## src/rtl/dma_channel_scheduler_if.sv

```systemverilog
// Descriptor submit and engine issue bundle for dma_channel_scheduler.
//   submit_* : software/CPU side offers one descriptor per channel (valid/ready)
//   engine_* : scheduler issues one descriptor at a time to the DMA engine
//              (valid/ready) and receives done/error completion pulses
// modport slave  : the scheduler
// modport master : the environment (descriptor source plus DMA engine)
interface dma_channel_scheduler_if #(
  parameter int unsigned ChannelsCount = 4,
  parameter int unsigned AddressWidth  = 32,
  parameter int unsigned LengthWidth   = 16
);
  localparam int unsigned CW = (ChannelsCount > 1) ? $clog2(ChannelsCount) : 1;

  logic                    submit_valid;
  logic                    submit_ready;
  logic [CW-1:0]           submit_channel;
  logic [AddressWidth-1:0] submit_src;
  logic [AddressWidth-1:0] submit_dst;
  logic [LengthWidth-1:0]  submit_len;

  logic                    engine_valid;
  logic                    engine_ready;
  logic [CW-1:0]           engine_channel;
  logic [AddressWidth-1:0] engine_src;
  logic [AddressWidth-1:0] engine_dst;
  logic [LengthWidth-1:0]  engine_len;
  logic                    engine_done;
  logic                    engine_error;

  modport slave (
    input  submit_valid, submit_channel, submit_src, submit_dst, submit_len,
    output submit_ready,
    output engine_valid, engine_channel, engine_src, engine_dst, engine_len,
    input  engine_ready, engine_done, engine_error
  );

  modport master (
    output submit_valid, submit_channel, submit_src, submit_dst, submit_len,
    input  submit_ready,
    input  engine_valid, engine_channel, engine_src, engine_dst, engine_len,
    output engine_ready, engine_done, engine_error
  );
endinterface

```

## src/rtl/dma_channel_scheduler.sv

```systemverilog
// Multi-channel front end for a single-engine DMA core.
// Holds one descriptor per channel, arbitrates pending channels round-robin
// and issues them to the engine one at a time; reports sticky per-channel
// done/error status as maskable level interrupts.
// Ports:
//   clk, areset_n : clock (posedge) and asynchronous active-low reset
//   bus           : submit/engine handshakes (dma_channel_scheduler_if.slave)
//   irq_mask      : 1 = interrupt enabled for that channel
//   irq_clear     : write-one-to-clear pulse for done_status/error_status
//   busy          : channel slot is not idle
//   done_status   : sticky completion flags
//   error_status  : sticky error flags
//   interrupts    : (done_status | error_status) & irq_mask, combinational
module dma_channel_scheduler #(
  parameter int unsigned ChannelsCount = 4,
  parameter int unsigned AddressWidth  = 32,
  parameter int unsigned LengthWidth   = 16
) (
  input  logic                     clk,
  input  logic                     areset_n,
  dma_channel_scheduler_if.slave   bus,
  input  logic [ChannelsCount-1:0] irq_mask,
  input  logic [ChannelsCount-1:0] irq_clear,
  output logic [ChannelsCount-1:0] busy,
  output logic [ChannelsCount-1:0] done_status,
  output logic [ChannelsCount-1:0] error_status,
  output logic [ChannelsCount-1:0] interrupts
);
  localparam int unsigned CW = (ChannelsCount > 1) ? $clog2(ChannelsCount) : 1;

  typedef enum logic [1:0] {
    SLOT_IDLE,
    SLOT_PENDING,
    SLOT_ACTIVE
  } slot_e;

  typedef enum logic [1:0] {
    SCHED_IDLE,
    SCHED_ISSUE,
    SCHED_WAIT
  } sched_e;

  // Per-channel descriptor slots
  slot_e                   slot_q [ChannelsCount];
  logic [AddressWidth-1:0] src_q  [ChannelsCount];
  logic [AddressWidth-1:0] dst_q  [ChannelsCount];
  logic [LengthWidth-1:0]  len_q  [ChannelsCount];

  // Scheduler state
  sched_e                  state_q, state_d;
  logic [CW-1:0]           rr_q;
  logic [CW-1:0]           eng_ch_q;
  logic [AddressWidth-1:0] eng_src_q;
  logic [AddressWidth-1:0] eng_dst_q;
  logic [LengthWidth-1:0]  eng_len_q;
  logic                    init_q;

  // Combinational controls
  logic                     ch_idle;
  logic                     submit_ready;
  logic                     accept;
  logic                     accept_zero;
  logic                     grant_valid;
  logic [CW-1:0]            grant_ch;
  int unsigned              arb_idx;
  logic                     eng_valid;
  logic                     load_eng;
  logic                     issue_hs;
  logic                     complete;
  logic [ChannelsCount-1:0] done_set;
  logic [ChannelsCount-1:0] err_set;

  // Selected slot idle; a channel number beyond ChannelsCount never matches,
  // so out-of-range submissions are never ready.
  always_comb begin
    ch_idle = 1'b0;
    for (int unsigned i = 0; i < ChannelsCount; i++) begin
      if (bus.submit_channel == CW'(i)) begin
        ch_idle = (slot_q[i] == SLOT_IDLE);
      end
    end
  end

  // init_q keeps submit_ready low until the first clock after reset release.
  assign submit_ready     = init_q && ch_idle;
  assign bus.submit_ready = submit_ready;
  assign accept           = bus.submit_valid && submit_ready;
  assign accept_zero      = accept && (bus.submit_len == '0);

  // Round-robin pick: first PENDING slot at or after rr_q, wrapping around.
  always_comb begin
    grant_valid = 1'b0;
    grant_ch    = '0;
    arb_idx     = 0;
    for (int unsigned i = 0; i < ChannelsCount; i++) begin
      arb_idx = 32'(rr_q) + i;
      if (arb_idx >= ChannelsCount) begin
        arb_idx = arb_idx - ChannelsCount;
      end
      if (!grant_valid && (slot_q[CW'(arb_idx)] == SLOT_PENDING)) begin
        grant_valid = 1'b1;
        grant_ch    = CW'(arb_idx);
      end
    end
  end

  // FSM: state register
  always_ff @(posedge clk or negedge areset_n) begin
    if (!areset_n) begin
      state_q <= SCHED_IDLE;
    end else begin
      state_q <= state_d;
    end
  end

  // FSM: next state
  always_comb begin
    state_d = state_q;
    case (state_q)
      SCHED_IDLE:  if (grant_valid)      state_d = SCHED_ISSUE;
      SCHED_ISSUE: if (bus.engine_ready) state_d = SCHED_WAIT;
      SCHED_WAIT:  if (bus.engine_done)  state_d = SCHED_IDLE;
      default:                           state_d = SCHED_IDLE;
    endcase
  end

  // FSM: outputs and strobes
  always_comb begin
    eng_valid = 1'b0;
    load_eng  = 1'b0;
    issue_hs  = 1'b0;
    complete  = 1'b0;
    case (state_q)
      SCHED_IDLE:  load_eng = grant_valid;
      SCHED_ISSUE: begin
        eng_valid = 1'b1;
        issue_hs  = bus.engine_ready;
      end
      SCHED_WAIT:  complete = bus.engine_done;
      default:     ;
    endcase
  end

  assign bus.engine_valid   = eng_valid;
  assign bus.engine_channel = eng_ch_q;
  assign bus.engine_src     = eng_src_q;
  assign bus.engine_dst     = eng_dst_q;
  assign bus.engine_len     = eng_len_q;

  // Status set terms: zero-length accept completes immediately; engine_done
  // only counts while waiting on the in-flight transfer.
  always_comb begin
    done_set = '0;
    err_set  = '0;
    for (int unsigned i = 0; i < ChannelsCount; i++) begin
      done_set[i] = (accept_zero && (bus.submit_channel == CW'(i))) ||
                    (complete && (eng_ch_q == CW'(i)));
      err_set[i]  = complete && bus.engine_error && (eng_ch_q == CW'(i));
    end
  end

  // Slots, engine descriptor registers, rr pointer and status flags
  always_ff @(posedge clk or negedge areset_n) begin
    if (!areset_n) begin
      for (int unsigned i = 0; i < ChannelsCount; i++) begin
        slot_q[i] <= SLOT_IDLE;
        src_q[i]  <= '0;
        dst_q[i]  <= '0;
        len_q[i]  <= '0;
      end
      init_q       <= 1'b0;
      rr_q         <= '0;
      eng_ch_q     <= '0;
      eng_src_q    <= '0;
      eng_dst_q    <= '0;
      eng_len_q    <= '0;
      done_status  <= '0;
      error_status <= '0;
    end else begin
      init_q <= 1'b1;
      for (int unsigned i = 0; i < ChannelsCount; i++) begin
        if (accept && (bus.submit_channel == CW'(i))) begin
          src_q[i] <= bus.submit_src;
          dst_q[i] <= bus.submit_dst;
          len_q[i] <= bus.submit_len;
          if (!accept_zero) begin
            slot_q[i] <= SLOT_PENDING;
          end
        end else if (issue_hs && (eng_ch_q == CW'(i))) begin
          slot_q[i] <= SLOT_ACTIVE;
        end else if (complete && (eng_ch_q == CW'(i))) begin
          slot_q[i] <= SLOT_IDLE;
        end
      end

      if (load_eng) begin
        eng_ch_q  <= grant_ch;
        eng_src_q <= src_q[grant_ch];
        eng_dst_q <= dst_q[grant_ch];
        eng_len_q <= len_q[grant_ch];
      end

      if (issue_hs) begin
        rr_q <= (eng_ch_q == CW'(ChannelsCount - 1)) ? '0 : eng_ch_q + 1'b1;
      end

      // Set wins over a simultaneous W1C clear.
      done_status  <= (done_status  & ~irq_clear) | done_set;
      error_status <= (error_status & ~irq_clear) | err_set;
    end
  end

  always_comb begin
    busy = '0;
    for (int unsigned i = 0; i < ChannelsCount; i++) begin
      busy[i] = (slot_q[i] != SLOT_IDLE);
    end
  end

  assign interrupts = (done_status | error_status) & irq_mask;

endmodule
```

## src/flat_wrapper.sv

```systemverilog
// flat-port wrapper written by rule: the top's interface ports become plain ports
module dma_channel_scheduler_flat 
#(
  parameter int unsigned ChannelsCount = 4,
  parameter int unsigned AddressWidth  = 32,
  parameter int unsigned LengthWidth   = 16
)
  (clk, areset_n, irq_mask, irq_clear, busy, done_status, error_status, interrupts, bus_submit_valid, bus_submit_channel, bus_submit_src, bus_submit_dst, bus_submit_len, bus_submit_ready, bus_engine_valid, bus_engine_channel, bus_engine_src, bus_engine_dst, bus_engine_len, bus_engine_ready, bus_engine_done, bus_engine_error);
  dma_channel_scheduler_if #(.ChannelsCount(ChannelsCount), .AddressWidth(AddressWidth), .LengthWidth(LengthWidth)) bus_i ();
  input  logic clk;
  input  logic areset_n;
  input  logic [ChannelsCount-1:0] irq_mask;
  input  logic [ChannelsCount-1:0] irq_clear;
  output logic [ChannelsCount-1:0] busy;
  output logic [ChannelsCount-1:0] done_status;
  output logic [ChannelsCount-1:0] error_status;
  output logic [ChannelsCount-1:0] interrupts;
  input wire logic [$bits(bus_i.submit_valid)-1:0] bus_submit_valid;
  input wire logic [$bits(bus_i.submit_channel)-1:0] bus_submit_channel;
  input wire logic [$bits(bus_i.submit_src)-1:0] bus_submit_src;
  input wire logic [$bits(bus_i.submit_dst)-1:0] bus_submit_dst;
  input wire logic [$bits(bus_i.submit_len)-1:0] bus_submit_len;
  output wire logic [$bits(bus_i.submit_ready)-1:0] bus_submit_ready;
  output wire logic [$bits(bus_i.engine_valid)-1:0] bus_engine_valid;
  output wire logic [$bits(bus_i.engine_channel)-1:0] bus_engine_channel;
  output wire logic [$bits(bus_i.engine_src)-1:0] bus_engine_src;
  output wire logic [$bits(bus_i.engine_dst)-1:0] bus_engine_dst;
  output wire logic [$bits(bus_i.engine_len)-1:0] bus_engine_len;
  input wire logic [$bits(bus_i.engine_ready)-1:0] bus_engine_ready;
  input wire logic [$bits(bus_i.engine_done)-1:0] bus_engine_done;
  input wire logic [$bits(bus_i.engine_error)-1:0] bus_engine_error;
  assign bus_i.submit_valid = bus_submit_valid;
  assign bus_i.submit_channel = bus_submit_channel;
  assign bus_i.submit_src = bus_submit_src;
  assign bus_i.submit_dst = bus_submit_dst;
  assign bus_i.submit_len = bus_submit_len;
  assign bus_submit_ready = bus_i.submit_ready;
  assign bus_engine_valid = bus_i.engine_valid;
  assign bus_engine_channel = bus_i.engine_channel;
  assign bus_engine_src = bus_i.engine_src;
  assign bus_engine_dst = bus_i.engine_dst;
  assign bus_engine_len = bus_i.engine_len;
  assign bus_i.engine_ready = bus_engine_ready;
  assign bus_i.engine_done = bus_engine_done;
  assign bus_i.engine_error = bus_engine_error;
  dma_channel_scheduler #(.ChannelsCount(ChannelsCount), .AddressWidth(AddressWidth), .LengthWidth(LengthWidth)) u_core (.clk(clk), .areset_n(areset_n), .bus(bus_i), .irq_mask(irq_mask), .irq_clear(irq_clear), .busy(busy), .done_status(done_status), .error_status(error_status), .interrupts(interrupts));
endmodule
```

## config.mk

```make
export PLATFORM = sky130hd
export DESIGN_NAME = dma_channel_scheduler_flat
export DESIGN_NICKNAME = d
export VERILOG_FILES = /design/src/rtl/dma_channel_scheduler_if.sv /design/src/rtl/dma_channel_scheduler.sv /design/src/flat_wrapper.sv
export SDC_FILE = /design/constraint.sdc
export NUM_CORES = 1
export LEC_CHECK = 0
export CAP_MARGIN = 20
export CORE_UTILIZATION = 33
export CTS_BUF_LIST = sky130_fd_sc_hd__clkbuf_8
export CTS_CLUSTER_DIAMETER = 30
export DETAILED_ROUTE_END_ITERATION = 12
export PLACE_DENSITY_LB_ADDON = 0.1
export SYNTH_ARGS = -nofsm -noshare
export SYNTH_HDL_FRONTEND = slang
export SYNTH_SLANG_ARGS = --single-unit
```

## constraint.sdc

```tcl
create_clock -name clk -period 3.9 [get_ports clk]
set_input_delay 0.78 -clock clk [delete_from_list [all_inputs] [get_ports clk]]
set_output_delay 0.78 -clock clk [all_outputs]
set_load 0.005 [all_outputs]
```

==> run_results.csv <==
group,metric,value,unit
yosys,yosysSeqAreaShare,0.5793,
timing,fmax,326.8,MHz
drt,drt_iter0_drc,440,
placement,placedInstanceArea,21090,µm²
clock_tree,postCtsHoldBufs,0,
yosys,synth_seq_cells,423,
drt,dr.pass1.iters,6,
clock_tree,clock_latency,0.69,ns
clock_tree,clk_pin_slew_worst_paths,0.05,ns
grt,grt_max_degree,96,
clock_tree,ctsLongestPathBuffers,3,
power_and_ir_drop,p_leak,10.47,nW
critical_path,path_delay_family,"buffers and inverters",
timing,tightestPinTransition,0.8312,ns
hold_path,hold_path.class,"primary input to asynchronous set/reset pin",
timing,setup_violations,0,
grt,grt_remaining_overflow,0,
timing,finalClockSkew,0.03945,ns
timing,max_slew_margin,0.4442,
power_and_ir_drop,p_per_area,871.4,nW/µm²
critical_path,critPathMaxStageDelay,0.49,ns
clock_tree,cts_tree,"done",
die,die_w,237.3,µm
power_and_ir_drop,combPwrFrac,0.349,
power_and_ir_drop,power,20.42,mW
yosys,synth_cell_types,44,
critical_path,slowest_stage,"clkdlybuf4s50_1",
power_and_ir_drop,seqPwrFrac,0.370,
finish,drive_above_1_share,0.2785,
grt,grt_usage,0.1677,
yosys,synth-simple-area-share,0.03944,
timing,maxSlewViolCount,0,
grt,grt_pass1_wl,72890,µm
yosys,syn_avg_cell_area,14.46,µm²
critical_path,reg2reg_depth,6,
yosys,synth_top_family_by_area,"multiplexers",
die,rows,85,
die,io_pins,196,
power_and_ir_drop,p_switching,6.736,mW
drt,drc,0,
placement,routabilityCongestion,0.7274,
die,core-area,54240,µm²
finish,final_cell_area,23440,µm²
power_and_ir_drop,p_clk_frac,0.282,
die,fp.dieArea,56320,µm²
critical_path,critPathBufInv,1,
clock_tree,htree_levels,3,
run_status,status,"completed",
drt,num_vias,11364,
critical_path,critPathRequiredTime,3.12,ns
clock_tree,ctsResizeCount,0,
placement,dp_hpwl,27020,µm
clock_tree,cts_sinks,423,
timing,min_period,3.060,ns
critical_path,crit_path_start_kind,"register",
clock_tree,cts_inserted_buffers,105,
timing,rsz0062_at_grt,"false",
yosys,ys_warn_count,0,
yosys,synth_edf_count,0,
timing,holdWs,0.1514,ns
timing,period_share,0.7846,
critical_path,arrival,2.28,ns
drt,drt-wirelength-per-cell,19.97,µm
critical_path,end_kind,"output pin",
critical_path,cp_max_fo,6,
grt,first_global_vias,12368,
drt,wl,45970,µm
yosys,syn_inst,1264,
yosys,synthMuxAreaShare,0.2855,
drt,via_per_inst,4.937,
placement,port_buffers,195,
placement,dp_cells,2106,
yosys,async_flop_share,1.000,
power_and_ir_drop,internal_power,13.69,mW
drt,ant_nets,0,
timing,setup_tns,0,ns
finish,mostFrequentLayoutCell,"dfrtp_1",
finish,final_cells,2302,
yosys,ys.flop_type,"dfrtp_1",
clock_tree,cts_setup_buffers,0,
yosys,syn_area,18270,µm²
finish,final_cell_mix,"dfrtp_1 (423), clkdlybuf4s50_1 (194), mux2_2 (178), mux2i_1 (160), mux2_1 (143)",
clock_tree,root_buffer,"clkbuf_8",
power_and_ir_drop,vdd_drop_max,0.0008427,V
power_and_ir_drop,sw_frac_of_total,0.3298,
die,fp.dieH,237.3,µm
die,start_util,0.3369,
yosys,synth-adder-area-share,0.002739,
job,cap_violations,0,
yosys,synth_compound_area_frac,0.06354,
timing,final_hold_viol_count,0,
finish,finalNetCount,1617,
finish,syn2layout_area_growth,28.27,%
grt,antenna_found_initial,5,
critical_path,worst-setup-path-type,"register to output pin",
critical_path,crit_cells,4,
yosys,synth.net_count,1364,
yosys,synth_xor_xnor_area_share,0,
critical_path,crit_chain,"or2_2 > o211ai_1 > o311a_1 > clkdlybuf4s50_1",
## per-stage QoR
stage            util  worst slack [ns]
2_1_floorplan       -             1.745
3_3_place_gp   0.3889            0.7250
3_5_place_dp   0.3889            0.7282
4_1_cts        0.4321            0.7439
5_1_grt        0.4321            0.7001
6_report       0.4322            0.8401
## synth_stat cells (3+ instances only)
master | instances | area share
nand3_1 | 4 | 0.0011
nor2_1 | 12 | 0.0025
dfrtp_1 | 423 | 0.58
a31oi_1 | 4 | 0.0014
o221ai_2 | 41 | 0.034
inv_1 | 9 | 0.0018
mux2i_1 | 160 | 0.088
ha_1 | 4 | 0.0027
buf_2 | 45 | 0.012
clkbuf_1 | 17 | 0.0035
mux2_2 | 178 | 0.11
buf_6 | 19 | 0.012
nand2_1 | 103 | 0.021
mux2_1 | 143 | 0.088
or2_2 | 3 | 0.0010
nand2b_1 | 9 | 0.0031
nor4_1 | 5 | 0.0017
o21a_1 | 4 | 0.0016
and2_1 | 4 | 0.0014
o21ai_0 | 6 | 0.0016
a32o_1 | 4 | 0.0022
o221ai_1 | 39 | 0.019
## per-layer routing
metal / global-route usage / vias to the layer above / share of wire / wire (µm)
li1: - / 5174 / - / -
met1: 0.2196 / 5872 / 0.46 / 21020
met2: 0.2703 / 219 / 0.48 / 21850
met3: 0.04529 / 89 / 0.047 / 2156
met4: 0.05122 / 10 / 0.019 / 888
met5: 0 / - / 0.0012 / 57
## worst paths after layout
path                                           from                        end  slack, ns
min reg2reg                u_core.bus.engine_src[0]   u_core.bus.engine_src[0]       0.48
max reg2reg                        u_core.slot_q[4]  u_core.bus.engine_src[28]       1.11
max                                u_core.slot_q[3]           bus_submit_ready       0.84
min in group clk           u_core.bus.engine_src[0]   u_core.bus.engine_src[0]       0.48
max in group asynchronous                  areset_n          u_core.dst_q[119]       2.73
min                                        areset_n           u_core.len_q[25]       0.15
## worst register-to-register path: cells and delay by family, from the launching register on
| family | cells | cell delay [ns] |
|---|---|---|
| AO/OA/AOI/OAI | 2 | 0.55 |
| AND/OR/NAND/NOR | 3 | 1.27 |
| flip-flops | 1 | 0.41 |
| buffers and inverters | 1 | 0.39 |
## power by group through the flow
stage               Combinational [mW]  Clock, mW  Sequential [mW]
floorplan                         5.20          0             7.32
global placement                  7.20          0             7.57
detailed placement                7.28          0             7.62
CTS                               7.30       5.95             7.56
global route                      7.82       6.18             7.83
finish                            7.12       5.75             7.55
## state kept, by name, summed over array words and instances, names as in the netlist
name and count:
u_core.dst_q 128, u_core.bus.engine_dst 32, u_core.src_q 128, u_core.slot_q 8
u_core.state_q 2, u_core.bus.engine_channel 2, u_core.done_status 4, u_core.bus.engine_len 16
u_core.bus.engine_src 32, u_core.error_status 4, u_core.rr_q 2, u_core.len_q 64
u_core.init_q 1
## kinds of logic (layout without fill, tap and decap cells)
group           after synthesis  after routing
mux                         481            481
flops                       423            423
simple gates                158            158
compound gates              107            107
buf+inv                      90            431
fa+ha+maj                     4              4
other cells                   1              2
## final cells by class
| class | instances | area (µm²) |
|---|---|---|
| repair buffers | 227 | 2410 |
| well taps | 696 | 870.8 |
| inverters | 9 | 33.78 |
| diodes | 1 | 2.502 |
| flip-flops and latches | 423 | 10590 |
| clock inverters | 61 | 499.2 |
| clock buffers | 134 | 1844 |
| fillers | 4970 | 30800 |
| multi-input cells | 751 | 7194 |
No activity file was read; power rests on OpenSTA's default activity.
